==> src/rtl/carregador_programa.sv <==
// Program loader: byte stream -> big-endian 32-bit words -> instruction memory.
// Ports: clock/reset, start, byte_in/byte_valid/byte_ready, mem_addr/mem_data/mem_we, ocupado/concluido/erro, palavras_escritas.
module carregador_programa #(
   parameter int unsigned ADDR_WIDTH = 26,
   parameter int unsigned BASE_ADDR  = 0,
   parameter int unsigned MAX_WORDS  = 1024
) (
   input  logic                  clock,
   input  logic                  reset,
   input  logic                  start,
   input  logic [7:0]            byte_in,
   input  logic                  byte_valid,
   output logic                  byte_ready,
   output logic [ADDR_WIDTH-1:0] mem_addr,
   output logic [31:0]           mem_data,
   output logic                  mem_we,
   output logic                  ocupado,
   output logic                  concluido,
   output logic                  erro,
   output logic [15:0]           palavras_escritas
);

   localparam logic [ADDR_WIDTH-1:0] BASE = ADDR_WIDTH'(BASE_ADDR);

   typedef enum logic [2:0] {
      OCIOSO,
      CAB_ALTO,
      CAB_BAIXO,
      VALIDA,
      DADOS,
      ESCREVE,
      FIM
   } estado_t;

   estado_t estado_q, estado_d;

   logic [15:0]           n_q, n_d;
   logic [15:0]           idx_q, idx_d;
   logic [15:0]           pal_q, pal_d;
   logic [1:0]            cnt_q, cnt_d;
   logic [31:0]           word_q, word_d;
   logic [31:0]           data_q, data_d;
   logic [ADDR_WIDTH-1:0] addr_q, addr_d;
   logic                  ready_q, ready_d;
   logic                  we_q, we_d;
   logic                  ocup_q, ocup_d;
   logic                  conc_q, conc_d;
   logic                  erro_q, erro_d;
   logic                  aceita;

   // byte_ready is a register, so acceptance uses its registered value
   assign aceita = byte_valid && ready_q;

   always_comb begin
      estado_d = estado_q;
      n_d      = n_q;
      idx_d    = idx_q;
      pal_d    = pal_q;
      cnt_d    = cnt_q;
      word_d   = word_q;
      data_d   = data_q;
      addr_d   = addr_q;
      we_d     = 1'b0;
      ocup_d   = ocup_q;
      conc_d   = conc_q;
      erro_d   = erro_q;

      unique case (estado_q)
         OCIOSO: begin
            if (start) begin
               conc_d   = 1'b0;
               erro_d   = 1'b0;
               pal_d    = 16'd0;
               ocup_d   = 1'b1;
               estado_d = CAB_ALTO;
            end
         end
         CAB_ALTO: begin
            if (aceita) begin
               n_d      = {byte_in, n_q[7:0]};
               estado_d = CAB_BAIXO;
            end
         end
         CAB_BAIXO: begin
            if (aceita) begin
               n_d      = {n_q[15:8], byte_in};
               estado_d = VALIDA;
            end
         end
         VALIDA: begin
            if (n_q == 16'd0 || {16'd0, n_q} > MAX_WORDS) begin
               erro_d   = 1'b1;
               ocup_d   = 1'b0;
               estado_d = OCIOSO;
            end else begin
               idx_d    = 16'd0;
               cnt_d    = 2'd0;
               estado_d = DADOS;
            end
         end
         DADOS: begin
            if (aceita) begin
               word_d = {word_q[23:0], byte_in};
               cnt_d  = cnt_q + 2'd1;
               if (cnt_q == 2'd3) begin
                  // write strobe and bus are registered on entry to ESCREVE
                  we_d     = 1'b1;
                  addr_d   = BASE + ADDR_WIDTH'(idx_q);
                  data_d   = {word_q[23:0], byte_in};
                  estado_d = ESCREVE;
               end
            end
         end
         ESCREVE: begin
            pal_d = pal_q + 16'd1;
            if (idx_q == n_q - 16'd1) begin
               estado_d = FIM;
            end else begin
               idx_d    = idx_q + 16'd1;
               estado_d = DADOS;
            end
         end
         FIM: begin
            conc_d   = 1'b1;
            ocup_d   = 1'b0;
            estado_d = OCIOSO;
         end
         default: begin
            estado_d = OCIOSO;
            ocup_d   = 1'b0;
         end
      endcase

      ready_d = (estado_d == CAB_ALTO) ||
                (estado_d == CAB_BAIXO) ||
                (estado_d == DADOS);
   end

   always_ff @(posedge clock) begin
      if (reset) begin
         estado_q <= OCIOSO;
         n_q      <= 16'd0;
         idx_q    <= 16'd0;
         pal_q    <= 16'd0;
         cnt_q    <= 2'd0;
         word_q   <= 32'd0;
         data_q   <= 32'd0;
         addr_q   <= BASE;
         ready_q  <= 1'b0;
         we_q     <= 1'b0;
         ocup_q   <= 1'b0;
         conc_q   <= 1'b0;
         erro_q   <= 1'b0;
      end else begin
         estado_q <= estado_d;
         n_q      <= n_d;
         idx_q    <= idx_d;
         pal_q    <= pal_d;
         cnt_q    <= cnt_d;
         word_q   <= word_d;
         data_q   <= data_d;
         addr_q   <= addr_d;
         ready_q  <= ready_d;
         we_q     <= we_d;
         ocup_q   <= ocup_d;
         conc_q   <= conc_d;
         erro_q   <= erro_d;
      end
   end

   assign byte_ready        = ready_q;
   assign mem_addr          = addr_q;
   assign mem_data          = data_q;
   assign mem_we            = we_q;
   assign ocupado           = ocup_q;
   assign concluido         = conc_q;
   assign erro              = erro_q;
   assign palavras_escritas = pal_q;

endmodule
==> config.mk <==
export PLATFORM = sky130hd
export DESIGN_NAME = carregador_programa
export DESIGN_NICKNAME = d
export VERILOG_FILES = /design/src/rtl/carregador_programa.sv
export SDC_FILE = /design/constraint.sdc
export NUM_CORES = 1
export LEC_CHECK = 0
export BUFFER_PORTS_ARGS = -buffer_cell sky130_fd_sc_hd__buf_2
export CORE_MARGIN = 2
export CORE_UTILIZATION = 55
export CTS_BUF_LIST = sky130_fd_sc_hd__clkbuf_8
export CTS_CLUSTER_SIZE = 28
export DETAILED_ROUTE_END_ITERATION = 12
export PLACE_DENSITY = 0.82
export SYNTH_ARGS = -nofsm -noshare
export SYNTH_HDL_FRONTEND = slang
export SYNTH_SLANG_ARGS = --single-unit
==> constraint.sdc <==
create_clock -name clock -period 7.5 [get_ports clock]
set_input_delay 1.125 -clock clock [delete_from_list [all_inputs] [get_ports clock]]
set_output_delay 1.125 -clock clock [all_outputs]
set_load 0.05 [all_outputs]
==> impl_metrics.ini <==
[timing]
fin_crit_sh_pct = 45.4
fin_tns_setup_ns = 0
slew_headroom_pct = 23.1
rsz0062_at_grt = false
max_freq_mhz = 294
period_minus_slack_ns = 3.40
tightest_slew_ns = 1.15
setup_violations = 0
hold_viol = 0
fin_skew_ns = 0.0114
slew_viol_final = 0

[worst_setup_path]
startpoint_type = flop
r2r-end = idx_q[13]
crit_required_ns = 7.87
endpoint_kind = flop
endpoint = idx_q[13]
ff2ff_setup_slack_ns = 4.10
cp-startpoint = n_q[2]
r2r_cells = 8
rr_startpoint = n_q[2]
path_max_fanout = 23
arrival_ns = 3.77
path_class = flop to flop

[clocking]
clk_latency_ns = 0.45
cts_buffers = 17
postCtsResizedCells = 0
root_buffer = clkbuf_8
clk_pin_slew_ns = 0.08
cts.hold.buffers_added = 0
clock_sink_count = 130
post_cts_buffers = 0
htree_levels = 4
cts_buffer_depth = 2
cts_tree = yes

[floorplan]
io_pins = 91
placementRows = 37
die_h_um = 106
initial_utilization_pct = 55.9
design.die.area_um2 = 11200
core_area_um2 = 10200
die_w_um = 106

[synthesis]
synthCells = 737
synth_compound_area_share_pct = 16.4
yosys.area.top_type = dfxtp_1
synth_top_family_by_area = simple AND/OR/NAND/NOR gates
synth_top_cell_area_share_pct = 45.7
yosysMostFrequentCell = nand2_1
ys_warn_count = 0
ys.flop_type = dfxtp_1
ys_top_cells_by_area = dfxtp_1 (46%), nand2_1 (13%), a21oi_1 (10%)
synth-adder-area-share_pct = 0.879
synthXorXnorAreaFrac_pct = 3.47
synth_area_um2 = 5700
syn_area_per_cell_um2 = 7.73
synthMuxAreaShare_pct = 0.571
ys_seq_elements = 130
synth_common_cells = nand2_1 (198), dfxtp_1 (130), a21oi_1 (118), nor2_1 (47), clkbuf_1 (37)
synthArstFlopShare_pct = 0
synth_seq_area_share_pct = 45.7
synth_cell_type_count = 60
synth-edff-count = 0
yosys.area_share.simple_pct = 28.1

[drt]
num_vias = 5281
wirelength_mm = 13.7
wl_per_cell_um = 14.5
drt_iter0_drc = 352
first_pass_iters = 5
ant_nets = 0
route.detailed.drc = 0
via_per_inst = 5.60

[placed_design]
place_congestion = 0.904
place_hpwl_mm = 9.31
port_buffers = 80
numPlacedInstances = 911

[grt]
grt_usage_pct = 24.6
grt_pass1_vias = 4709
grt_max_degree = 119
grt.overflow.total = 0
grt_pass1_wl_mm = 22.1
antenna_found_initial = 0

[power]
vdd_drop_max_v = 0.000111
powerDensity_nw_per_um2 = 215
finalPower_w = 0.00139
power.leakage_nw = 2.48

[final_layout]
diodes = 0
drive_gt1_share_pct = 16.1
layout.cells.non_filler = 943
fin_nets = 810
syn2layout_area_growth_pct = 14.1

[flow_run]
max-cap-violations = 0

[worst_hold_path]
hold_class = flop to flop

[run_status]
status = finished clean
==> metrics by stage <==
step,utilization (%),instance area [um2],hold slack [ns],setup WS [ns]
after global routing,63.8,6500,0.475,3.70
after CTS,63.8,6500,0.455,4.15
final,63.8,6500,0.456,4.10
after floorplan,-,5730,0.432,4.69
after global placement,59.6,6070,0.440,4.23
after detailed placement,59.6,6070,0.444,4.12
==> layout make-up <==
class	count	area, um2
clock buffers	18	248
clock inverters	14	179
fillers	900	3690
inverters	6	22.5
multi-input cells	556	2850
flip-flops and latches	130	2600
well taps	136	170
repair buffers	83	425
==> cells in the final DEF (no fill, tap or decap), drive strengths merged, types with 3 or more instances in the layout <==
master,instances
a21oi,119
a22oi,3
a311oi,3
a31oi,5
and2,3
and3,5
buf,83
bufinv,3
clkbuf,18
clkinv,4
conb,10
dfxtp,130
ha,4
inv,12
nand2,198
nand3,35
nand4,14
nor2,47
nor2b,6
nor3,8
nor4,3
o211ai,4
o21a,3
o21ai,13
o31ai,3
or2,7
or3,12
or4,6
xnor2,9
xor2,11
==> sequential cells by signal (all words and copies together) (netlist names) <==
signal and flops:
estado_q 3, byte_ready 1, n_q 16, word_q 24, concluido 1, palavras_escritas 16, cnt_q 2, ocupado 1
idx_q 16, erro 1, mem_data 32, mem_addr 16, mem_we 1
==> worst max-delay path: stages (launching register included) <==
cell	delay (ns)
dfxtp_1	0.37
nor3_1	0.84
nand4_1	0.29
a221oi_1	0.39
and4_4	0.30
nand4_4	0.12
a21oi_2	0.65
o21ai_0	0.20
a21oi_1	0.16
==> routing by layer <==
metal / part of all wire (%) / global-route usage [%]
met1: 44 / 31.9
met2: 46 / 39.1
met3: 8.4 / 7.30
met4: 2.1 / 8.93
met5: 0 / 0
==> worst min path at each step <==
stage | cells past startpoint | end | from
after floorplan | 2 | mem_data[24] | word_q[16]
after global placement | 2 | mem_data[2] | mem_data[2]
after detailed placement | 2 | mem_addr[12] | mem_addr[12]
after CTS | 2 | mem_addr[12] | mem_addr[12]
after global routing | 2 | word_q[17] | word_q[17]
final | 2 | mem_data[21] | mem_data[21]
==> cell families after synthesis <==
family                   count (synthesis)
XOR/XNOR                                21
flip-flops                             130
AO/OA/AOI/OAI                          165
buffers and inverters                   60
AND/OR/NAND/NOR                        353
multiplexers                             3
other                                    1
adder cells (fa/ha/maj)                  4
==> power by group <==
part,switching (W),leakage [nW],internal (W)
logic,0.0000479,1.21,0.0000150
registers,0.00000368,1.05,0.000693
clock network,0.000292,0.218,0.000343
total,0.000344,2.48,0.00105
Power figures use the tool's default switching activity.
